**src/rtl/lh_pkg.sv**
```systemverilog
// -----------------------------------------------------------------------------
// lh_pkg - shared types and constants for the light-hash round sequencer.
//   state_t        : sequencer FSM states
//   lane_t         : lane index (one of the eight digest bytes)
//   DEFAULT_*      : default ROUNDS / IV values
//   ASCII_*        : accepted character ranges for the optional character check
//   sbox()         : AES forward S-box
//   is_valid_char(): byte lies in 0-9, A-Z or a-z
// -----------------------------------------------------------------------------
package lh_pkg;

  typedef enum logic [1:0] {IDLE, ROUND, OUT} state_t;
  typedef logic [2:0] lane_t;

  localparam int unsigned DEFAULT_ROUNDS = 32;
  localparam logic [63:0] DEFAULT_IV     = 64'h0;

  localparam logic [7:0] ASCII_DIGIT_LO = 8'h30;
  localparam logic [7:0] ASCII_DIGIT_HI = 8'h39;
  localparam logic [7:0] ASCII_UPPER_LO = 8'h41;
  localparam logic [7:0] ASCII_UPPER_HI = 8'h5A;
  localparam logic [7:0] ASCII_LOWER_LO = 8'h61;
  localparam logic [7:0] ASCII_LOWER_HI = 8'h7A;

  // AES S-box, entry 0x00 in the most significant byte.
  localparam logic [2047:0] SBOX_TABLE = {
    128'h637c777bf26b6fc53001672bfed7ab76, 128'hca82c97dfa5947f0add4a2af9ca472c0,
    128'hb7fd9326363ff7cc34a5e5f171d83115, 128'h04c723c31896059a071280e2eb27b275,
    128'h09832c1a1b6e5aa0523bd6b329e32f84, 128'h53d100ed20fcb15b6acbbe394a4c58cf,
    128'hd0efaafb434d338545f9027f503c9fa8, 128'h51a3408f929d38f5bcb6da2110fff3d2,
    128'hcd0c13ec5f974417c4a77e3d645d1973, 128'h60814fdc222a908846eeb814de5e0bdb,
    128'he0323a0a4906245cc2d3ac629195e479, 128'he7c8376d8dd54ea96c56f4ea657aae08,
    128'hba78252e1ca6b4c6e8dd741f4bbd8b8a, 128'h703eb5664803f60e613557b986c11d9e,
    128'he1f8981169d98e949b1e87e9ce5528df, 128'h8ca1890dbfe6426841992d0fb054bb16
  };

  // Entry x sits at bit offset 8*(255-x); ~x is 255-x for an 8-bit value.
  function automatic logic [7:0] sbox(input logic [7:0] x);
    return SBOX_TABLE[{~x, 3'b000} +: 8];
  endfunction

  function automatic logic is_valid_char(input logic [7:0] c);
    return ((c >= ASCII_DIGIT_LO) && (c <= ASCII_DIGIT_HI)) ||
           ((c >= ASCII_UPPER_LO) && (c <= ASCII_UPPER_HI)) ||
           ((c >= ASCII_LOWER_LO) && (c <= ASCII_LOWER_HI));
  endfunction

endpackage

```
**src/rtl/lh_round_sequencer_if.sv**
```systemverilog
// -----------------------------------------------------------------------------
// lh_round_sequencer_if - message input stream and digest output stream.
//   msg_data/msg_valid/msg_last/msg_ready : byte-wide input, valid/ready
//   dig_data/dig_valid/dig_ready          : 64-bit digest output, valid/ready
//   dig_err                               : message contained a rejected byte
//   busy                                  : sequencer not in IDLE
//   modport slave  : the sequencer side
//   modport master : producer/consumer side
// -----------------------------------------------------------------------------
interface lh_round_sequencer_if;
  logic [7:0]  msg_data;
  logic        msg_valid;
  logic        msg_last;
  logic        msg_ready;
  logic [63:0] dig_data;
  logic        dig_valid;
  logic        dig_ready;
  logic        dig_err;
  logic        busy;

  modport slave (
    input  msg_data, msg_valid, msg_last, dig_ready,
    output msg_ready, dig_data, dig_valid, dig_err, busy
  );

  modport master (
    output msg_data, msg_valid, msg_last, dig_ready,
    input  msg_ready, dig_data, dig_valid, dig_err, busy
  );
endinterface

```
**src/rtl/lh_step_unit.sv**
```systemverilog
// -----------------------------------------------------------------------------
// lh_step_unit - combinational lane update: SBOX(rotl(src ^ msg, lane)).
//   src_i  : current value of the source digest byte H[(lane+2) mod 8]
//   msg_i  : message byte being absorbed
//   lane_i : lane index, also the rotate amount
//   res_o  : new value for H[lane]
// -----------------------------------------------------------------------------
module lh_step_unit
  import lh_pkg::*;
(
  input  logic [7:0] src_i,
  input  logic [7:0] msg_i,
  input  lane_t      lane_i,
  output logic [7:0] res_o
);

  logic [7:0]  mixed;
  logic [15:0] doubled;

  // Rotate by shifting a doubled copy; the upper byte is the rotated value.
  assign mixed   = src_i ^ msg_i;
  assign doubled = {mixed, mixed} << lane_i;
  assign res_o   = sbox(doubled[15:8]);

endmodule

```
**src/rtl/lh_round_sequencer.sv**
```systemverilog
// -----------------------------------------------------------------------------
// lh_round_sequencer - iterative light-hash controller. Absorbs one message
// byte per visit to IDLE, then spends ROUNDS*8 cycles updating one digest lane
// per cycle through a single shared lh_step_unit. After the last byte the
// digest is held on the output stream until accepted.
//   clk : rising-edge clock
//   rst : asynchronous active-high reset
//   bus : lh_round_sequencer_if.slave (message in, digest out, status)
// Parameters: ROUNDS (1..255) rounds per byte, IV initial digest state.
// Optional: define LH_CHAR_CHECK_EN to skip bytes outside 0-9/A-Z/a-z and
// flag them on dig_err.
// -----------------------------------------------------------------------------
module lh_round_sequencer
  import lh_pkg::*;
#(
  parameter int unsigned ROUNDS = DEFAULT_ROUNDS,
  parameter logic [63:0] IV     = DEFAULT_IV
) (
  input logic                clk,
  input logic                rst,
  lh_round_sequencer_if.slave bus
);

  localparam logic [7:0] LAST_ROUND = 8'(ROUNDS - 1);

  state_t           state_q, state_d;
  logic [0:7][7:0]  h_q, h_d;       // h_q[0] is H[0], the digest MSB
  logic [7:0]       byte_q, byte_d;
  logic             last_q, last_d;
  lane_t            lane_q, lane_d;
  logic [7:0]       round_q, round_d;
  logic [63:0]      dig_q, dig_d;
  logic [7:0]       step_res;
  logic             accept;
  logic             final_step;
`ifdef LH_CHAR_CHECK_EN
  logic             err_q, err_d;
`endif

  assign accept     = (state_q == IDLE) && bus.msg_valid;
  assign final_step = (lane_q == 3'd7) && (round_q == LAST_ROUND);

  // Lanes 6 and 7 read H[0]/H[1] already rewritten this round.
  lh_step_unit u_step (
    .src_i  (h_q[lane_q + 3'd2]),
    .msg_i  (byte_q),
    .lane_i (lane_q),
    .res_o  (step_res)
  );

  // State register
  // NOTE: sequential state is written only with non-blocking assignments so
  // every flop samples pre-edge values regardless of process ordering.
  always_ff @(posedge clk or posedge rst) begin
    if (rst) state_q <= IDLE;
    else     state_q <= state_d;
  end

  // Next-state logic
  // NOTE: each signal written here gets a default first, so no path leaves it
  // unassigned and no latch is inferred.
  always_comb begin
    state_d = state_q;
    case (state_q)
      IDLE: begin
        if (accept) begin
`ifdef LH_CHAR_CHECK_EN
          if (!is_valid_char(bus.msg_data)) state_d = bus.msg_last ? OUT : IDLE;
          else                              state_d = ROUND;
`else
          state_d = ROUND;
`endif
        end
      end
      ROUND:   if (final_step) state_d = last_q ? OUT : IDLE;
      OUT:     if (bus.dig_ready) state_d = IDLE;
      default: state_d = IDLE;
    endcase
  end

  // Outputs
  always_comb begin
    bus.msg_ready = (state_q == IDLE) && !rst;
    bus.busy      = (state_q != IDLE);
    bus.dig_valid = (state_q == OUT);
    bus.dig_data  = dig_q;
`ifdef LH_CHAR_CHECK_EN
    bus.dig_err   = err_q;
`else
    bus.dig_err   = 1'b0;
`endif
  end

  // Datapath next values
  always_comb begin
    h_d     = h_q;
    byte_d  = byte_q;
    last_d  = last_q;
    lane_d  = lane_q;
    round_d = round_q;
    dig_d   = dig_q;
`ifdef LH_CHAR_CHECK_EN
    err_d   = err_q;
`endif
    case (state_q)
      IDLE: begin
        if (accept) begin
          byte_d  = bus.msg_data;
          last_d  = bus.msg_last;
          lane_d  = '0;
          round_d = '0;
`ifdef LH_CHAR_CHECK_EN
          if (!is_valid_char(bus.msg_data)) err_d = 1'b1;
`endif
        end
      end
      ROUND: begin
        h_d[lane_q] = step_res;
        lane_d      = lane_q + 3'd1;
        if (lane_q == 3'd7) round_d = round_q + 8'd1;
      end
      OUT: begin
        if (bus.dig_ready) begin
          h_d = IV;
`ifdef LH_CHAR_CHECK_EN
          err_d = 1'b0;
`endif
        end
      end
      default: ;
    endcase
    // Capture the digest on entry to OUT so it stays frozen while presented.
    if ((state_q != OUT) && (state_d == OUT)) dig_d = h_d;
  end

  // NOTE: H is eight bytes of discrete flops, not a RAM, so it is reset
  // straight to IV; a partial message is discarded by reset.
  always_ff @(posedge clk or posedge rst) begin
    if (rst) begin
      h_q     <= IV;
      byte_q  <= '0;
      last_q  <= 1'b0;
      lane_q  <= '0;
      round_q <= '0;
      dig_q   <= '0;
`ifdef LH_CHAR_CHECK_EN
      err_q   <= 1'b0;
`endif
    end else begin
      h_q     <= h_d;
      byte_q  <= byte_d;
      last_q  <= last_d;
      lane_q  <= lane_d;
      round_q <= round_d;
      dig_q   <= dig_d;
`ifdef LH_CHAR_CHECK_EN
      err_q   <= err_d;
`endif
    end
  end

endmodule

```
**src/flat_wrapper.sv**
```systemverilog
// flat-port wrapper written by rule: the top's interface ports become plain ports
module lh_round_sequencer_flat import lh_pkg::*;
#(
  parameter int unsigned ROUNDS = DEFAULT_ROUNDS,
  parameter logic [63:0] IV     = DEFAULT_IV
)
  (clk, rst, bus_msg_data, bus_msg_valid, bus_msg_last, bus_dig_ready, bus_msg_ready, bus_dig_data, bus_dig_valid, bus_dig_err, bus_busy);
  lh_round_sequencer_if bus_i ();
  input logic clk;
  input logic rst;
  input wire logic [$bits(bus_i.msg_data)-1:0] bus_msg_data;
  input wire logic [$bits(bus_i.msg_valid)-1:0] bus_msg_valid;
  input wire logic [$bits(bus_i.msg_last)-1:0] bus_msg_last;
  input wire logic [$bits(bus_i.dig_ready)-1:0] bus_dig_ready;
  output wire logic [$bits(bus_i.msg_ready)-1:0] bus_msg_ready;
  output wire logic [$bits(bus_i.dig_data)-1:0] bus_dig_data;
  output wire logic [$bits(bus_i.dig_valid)-1:0] bus_dig_valid;
  output wire logic [$bits(bus_i.dig_err)-1:0] bus_dig_err;
  output wire logic [$bits(bus_i.busy)-1:0] bus_busy;
  assign bus_i.msg_data = bus_msg_data;
  assign bus_i.msg_valid = bus_msg_valid;
  assign bus_i.msg_last = bus_msg_last;
  assign bus_i.dig_ready = bus_dig_ready;
  assign bus_msg_ready = bus_i.msg_ready;
  assign bus_dig_data = bus_i.dig_data;
  assign bus_dig_valid = bus_i.dig_valid;
  assign bus_dig_err = bus_i.dig_err;
  assign bus_busy = bus_i.busy;
  lh_round_sequencer #(.ROUNDS(ROUNDS), .IV(IV)) u_core (.clk(clk), .rst(rst), .bus(bus_i));
endmodule
```
**config.mk**
```make
export PLATFORM = sky130hd
export DESIGN_NAME = lh_round_sequencer_flat
export DESIGN_NICKNAME = d
export VERILOG_FILES = /design/src/rtl/lh_pkg.sv /design/src/rtl/lh_round_sequencer_if.sv /design/src/rtl/lh_step_unit.sv /design/src/rtl/lh_round_sequencer.sv /design/src/flat_wrapper.sv
export SDC_FILE = /design/constraint.sdc
export NUM_CORES = 1
export LEC_CHECK = 0
export ABC_AREA = 1
export CAP_MARGIN = 40
export CORE_UTILIZATION = 35
export DETAILED_ROUTE_END_ITERATION = 8
export GPL_ROUTABILITY_DRIVEN = 0
export HOLD_SLACK_MARGIN = 0.15
export SLEW_MARGIN = 15
export SYNTH_ARGS = -nofsm -noshare
export SYNTH_HDL_FRONTEND = slang
export SYNTH_HIERARCHICAL = 1
export SYNTH_SLANG_ARGS = --single-unit
```
**constraint.sdc**
```tcl
create_clock -name clk -period 6.91 [get_ports clk]
set_clock_uncertainty 0.2 [all_clocks]
set_input_delay 1.0365 -clock clk [delete_from_list [all_inputs] [get_ports clk]]
set_output_delay 1.0365 -clock clk [all_outputs]
set_load 0.01 [all_outputs]
```
* After elaboration in Yosys (flattened, before gate mapping)
Cells that the tools add are included.
** Storage, ports and cells
- Flip-flop bits (word level) :: 150
- Input port bits :: 13
- Output and inout port bits :: 68
- Logic and storage cells :: 64
** Operators by class
- Add/subtract/negate cells :: 3
- Magnitude comparators :: 3
- Equality and inequality tests :: 8
- Shift-type cells :: 2
- Mux-type cells :: 18
- Bitwise gates (word level) :: 4
- Reductions and logical operators :: 12
** Operator list (count)
- variable part select 2048 x 12 -> 8 bit, first input constant :: 1
- one-hot mux 64 bit (2 select lines) :: 1
- bitwise mux 64 bit :: 1
- two-way mux 64 bit :: 1
- two-way mux 8 bit :: 5
- binary-select mux 8 bit (select 3 bit) :: 1
- demux 8 bit (select 3 bit) :: 1
- one-hot mux 8 bit (2 select lines) :: 1
- << shifter 16 x 3 -> 16 bit :: 1
- adder 8 x 1 -> 8 bit, second input constant :: 1
- == test 8 x 5 -> 1 bit, second input constant :: 1
- >= comparator 4 bit, second input constant :: 2
- two-way mux 2 bit :: 4
- inverter 3 -> 4 bit :: 2
- inverter 8 bit :: 1
- bitwise XOR 8 bit :: 1
- one-hot mux 2 bit (3 select lines) :: 1
- one-hot mux 3 bit (2 select lines) :: 1
- logical AND 1 bit :: 5
- == test 2 bit, second input constant :: 2
- less-than comparator 4 x 1 -> 1 bit, second input constant :: 1
- != test 2 x 1 -> 1 bit, second input constant :: 2
- AND reduction 2 bit :: 2
- nonzero test 2 bit :: 2
- other kinds (9) :: 9

* Logic depth before layout (Yosys ltp)
- Depth in word-level cells :: 11
- Gate-level depth with buffers :: 31
- Depth with buffers taken out :: 28

* By module
Netlist, hierarchy kept.
** Modules (own cells, without submodules)
- lh_round_sequencer :: instances 1, cells each 733, area an instance 6819.0 um^2, sequential area each 3753.6 um^2
- lh_step_unit :: instances 1, cells each 739, area an instance 3624.7 um^2, sequential area each 0.0 um^2

* Worst setup path before layout
No wires, ideal clock.
- Kind :: register -> register
- Start point :: register u_core.lane_q[1]
- End point :: register u_core.dig_q[10] (netlist: u_core/bus.dig_data[10])
- Setup time :: 0.065 ns
- Arrival :: 4.288 ns
- Data required time :: 6.645 ns
- Path slack :: 2.357 ns
- Cell stages (with the launch flop) :: 29
- Buffers on the path :: 3
- Clock period less this slack :: 4.553 ns
- Cells stage by stage :: dfrtp_1 -> buf_2 -> clkinv_1 -> buf_1 -> ha_1 -> inv_1 -> clkbuf_1 -> a221oi_1 -> a31oi_1 -> inv_1 -> nand2_1 -> nand3_1 -> nand3_1 -> nand3_1 -> nand2_2 -> ha_1 -> inv_1 -> nand3_2 -> nand3_1 -> nand3_1 -> nand2_1 -> nand2_1 -> nand3_1 -> nand3_1 -> nand2_1 -> nand3_1 -> o22ai_1 -> nand4_1 -> nand2_1
** RTL lines
- start, declared :: RTL line lh_round_sequencer.sv:30 : lane_t lane_q, lane_d;
- start signal, assigned :: RTL line lh_round_sequencer.sv:153 : lane_q <= lane_d;
- end signal, assigned :: RTL line lh_round_sequencer.sv:155 : dig_q <= dig_d;
- end, declared :: RTL line lh_round_sequencer.sv:32 : logic [63:0] dig_q, dig_d;

==> results.py <==
metrics = {
    "synth": {
        "syn_avg_cell_area_um2": 7.09,
        "synth_nets": 1506,
        "synth_cell_types": 41,
        "synth_ff_type": "dfrtp_1",
        "synthCells": 1472,
        "synthTopCellsByArea": "dfrtp_1 36%, nand3_1 17%, nand2_1 14%",
        "seq_area_frac_synth": 0.359,
        "yosysTopAreaCellShare": 0.359,
        "synth-edff-count": 0,
        "syn_area_um2": 10400,
        "ys_seq_elements": 150,
        "async_reset_ff_frac": 1.00,
        "yosys_warnings": 6,
        "yosysTopAreaCell": "dfrtp_1",
    },
    "detailed_routing": {
        "vias_per_cell": 5.87,
        "ant_nets": 0,
        "drc": 0,
        "finalWirelength_um": 37600,
        "wire_per_inst_um": 19.9,
        "drtPass1Iterations": 8,
        "dr.first_iter.drc_count": 1657,
        "vias": 11100,
    },
    "cts": {
        "cts_resized": 0,
        "max-clock-path-buffers": 2,
        "cts_tree": "yes",
        "cts_root_buf": "clkbuf_16",
        "cts_buffers": 17,
        "clock_sinks": 150,
        "htree_levels": 4,
        "postCtsSetupRepairBufs": 0,
        "clkLatencyLatePin_ns": 0.43,
        "postCtsHoldBufs": 0,
        "path_clk_slew_ns": 0.06,
    },
    "worst_setup_path": {
        "endpoint_kind": "register",
        "slowest_stage": "dfrtp_1",
        "slowest_delay_ns": 0.67,
        "critPathKind": "reg -> reg",
        "cp.arrival_ns": 6.01,
        "cp_top_family": "simple AND/OR/NAND/NOR gates",
        "reg2reg_from": "u_core/lane_q[2]$_DFFE_PP0P_",
        "required_ns": 7.07,
        "startpoint": "u_core/lane_q[2]$_DFFE_PP0P_",
        "crit_top_cell": "nand3_1",
        "crit_fanout": 26,
        "path_cells": "inv_1 -> ha_1 -> inv_1 -> a221oi_1 -> a31oi_1 -> inv_1 -> nand2_1 -> nand3_1 -> nand3_1 -> nand3_2 -> nand2_4 -> nand2_1 -> nand2_1 -> nand2_1 -> nand3_1 -> nand3_1 -> nand3_1 -> nand3_1 -> nand2_1 -> nand3_1 -> o22ai_1 -> nand4_1 -> nand2_1",
        "start_kind": "register",
        "cp_num_buf_inv": 3,
    },
    "floorplan": {
        "chipWidth_um": 175,
        "rows": 62,
        "num_io_pins": 81,
        "die_area_um2": 30500,
        "coreArea_um2": 29000,
        "die_y_um": 175,
        "start_util": 0.360,
    },
    "placed_design": {
        "port_buffers": 79,
        "postPlaceCellArea_um2": 11300,
        "dpl.hpwl_um": 25700,
    },
    "timing": {
        "setup_viol": 0,
        "fin_crit_ns": 5.85,
        "fin_tns_setup_ns": 0,
        "finalMaxSlewViolations": 0,
        "worstMarginPinSlew_ns": 0.777,
        "fin_crit_sh": 0.846,
        "rsz0062_at_grt": "false",
        "fmax_ghz": 0.171,
        "relSlewSlack": 0.482,
        "hold_violations": 0,
    },
    "run": {
        "cap_violations": 0,
    },
    "layout": {
        "fin_nets": 1531,
        "postLayoutCellArea_um2": 12000,
        "diodes": 0,
        "drive_gt1_frac": 0.0822,
        "area_growth_syn_to_layout_pct": 14.6,
        "fill_cells": 3048,
    },
    "grt": {
        "globalRouteTotalUtil": 0.243,
        "antenna_found_initial": 0,
        "gr-total-overflow": 0,
        "grt_first_pass_wirelength_um": 58600,
        "grt_start_max_net_pins": 89,
        "grt_pass1_vias": 10300,
    },
    "hold_path": {
        "hp-start": "u_core/bus.dig_data[29]$_DFFE_PP0P_",
        "worstHoldPathType": "reg -> reg",
    },
    "run_status": {
        "status": "completed",
    },
}
==> area by class of cell <==
type,count,area (um^2),area share
Multi-Input combinational cell,1107,5640,0.471
Sequential cell,150,3750,0.314
Timing Repair Buffer,106,1050,0.0880
Clock buffer,23,508,0.0424
Tap cell,384,480,0.0401
Inverter,115,442,0.0369
Clock inverter,7,93.8,0.00784
==> worst paths after layout <==
path,endpoint,slack [ns],cells past startpoint
min reg2reg,u_core/bus.dig_data[29]$_DFFE_PP0P_,0.27,2
max in group asynchronous,u_core/h_q[28]$_DFF_PP0_,4.59,5
max reg2reg,u_core/bus.dig_data[31]$_DFFE_PP0P_,1.06,23
min in group asynchronous,u_core/state_q[0]$_DFF_PP0_,0.67,2
max,u_core/bus.dig_data[31]$_DFFE_PP0P_,1.06,23
min,u_core/bus.dig_data[29]$_DFFE_PP0P_,0.27,2
==> state kept, by name, indices dropped and copies added, names as in the netlist <==
signal and count:
u_core/lane_q 3, u_core/state_q 2, u_core/last_q 1, u_core/h_q 64, u_core/bus.dig_data 64, u_core/byte_q 8
u_core/round_q 8
==> cell usage after synthesis, types with 2 or more instances <==
| cell | instances |
|---|---|
| o21ai_0 | 45 |
| inv_2 | 2 |
| ha_1 | 21 |
| nand3_1 | 353 |
| buf_6 | 14 |
| o211ai_1 | 2 |
| a221oi_1 | 8 |
| clkbuf_1 | 18 |
| nand2_2 | 19 |
| dfrtp_1 | 150 |
| nand2_4 | 4 |
| buf_4 | 18 |
| nor2_2 | 3 |
| mux2_2 | 9 |
| inv_1 | 111 |
| nor2_1 | 32 |
| o21ai_1 | 5 |
| buf_2 | 44 |
| a21oi_2 | 2 |
| or2_1 | 2 |
| a21oi_1 | 44 |
| o22ai_1 | 56 |
| nand4_1 | 68 |
| nand2_1 | 392 |
| a31oi_1 | 9 |
| buf_1 | 5 |
| o21ai_2 | 3 |
| nor3_1 | 2 |
| xor2_1 | 2 |
| o31ai_1 | 3 |
| nand3_2 | 16 |
==> stage by stage <==
stage	worst slack [ns]	utilization	hold WS, ns	instances
after floorplan	1.64	-	0.273	1472
after global placement	1.23	0.389	0.255	1858
after detailed placement	1.21	0.390	0.258	1860
after CTS	1.17	0.411	0.273	1890
after global routing	0.600	0.413	0.280	1892
final	1.06	0.413	0.268	1892
==> routing by layer <==
layer,vias to the layer above,share of wire,routed length [um],global-route usage
met4,0,0.036,1350,0.0964
met2,732,0.42,16000,0.352
li1,5093,-,-,-
met5,-,0,0,0
met3,132,0.11,4020,0.0531
met1,5157,0.43,16300,0.349
==> worst min-delay path, stage by stage (launching register included) <==
cell and delay (ns):
dfrtp_1 0.34, nand2_1 0.05, nand2_1 0.04
==> logic make-up after synthesis <==
family	share of synthesized area
simple gates	0.400
buf+inv	0.101
compound gates	0.102
flops	0.359
fa+ha+maj	0.0252
mux	0.00970
xor+xnor	0.00252
other cells	0.000359
==> layout by cell type (no fill, tap or decap), types with 2 or more instances in the layout <==
cell,instances
buf_4,22
o22ai_1,56
clkinvlp_4,2
dfrtp_1,149
clkdlybuf4s50_1,79
a21oi_2,2
clkbuf_8,6
o211ai_1,2
o31ai_1,3
buf_12,2
buf_8,2
o21ai_0,45
o21ai_2,3
nand4_1,68
clkbuf_16,17
nand2_4,4
nor3_1,2
a221oi_1,8
ha_1,21
bufinv_16,2
a21oi_1,44
nand3_1,353
clkinv_2,2
nor2_1,32
nor2_2,3
nand3_2,16
inv_2,3
xor2_1,2
o21ai_1,5
nand2_2,21
a31oi_1,9
or2_1,2
mux2_2,9
inv_6,2
nand2_1,390
inv_1,109
Power is left out: the tool's default activity adds up to more than one toggle a clock period on the data nets, which glitch-free logic cannot reach.
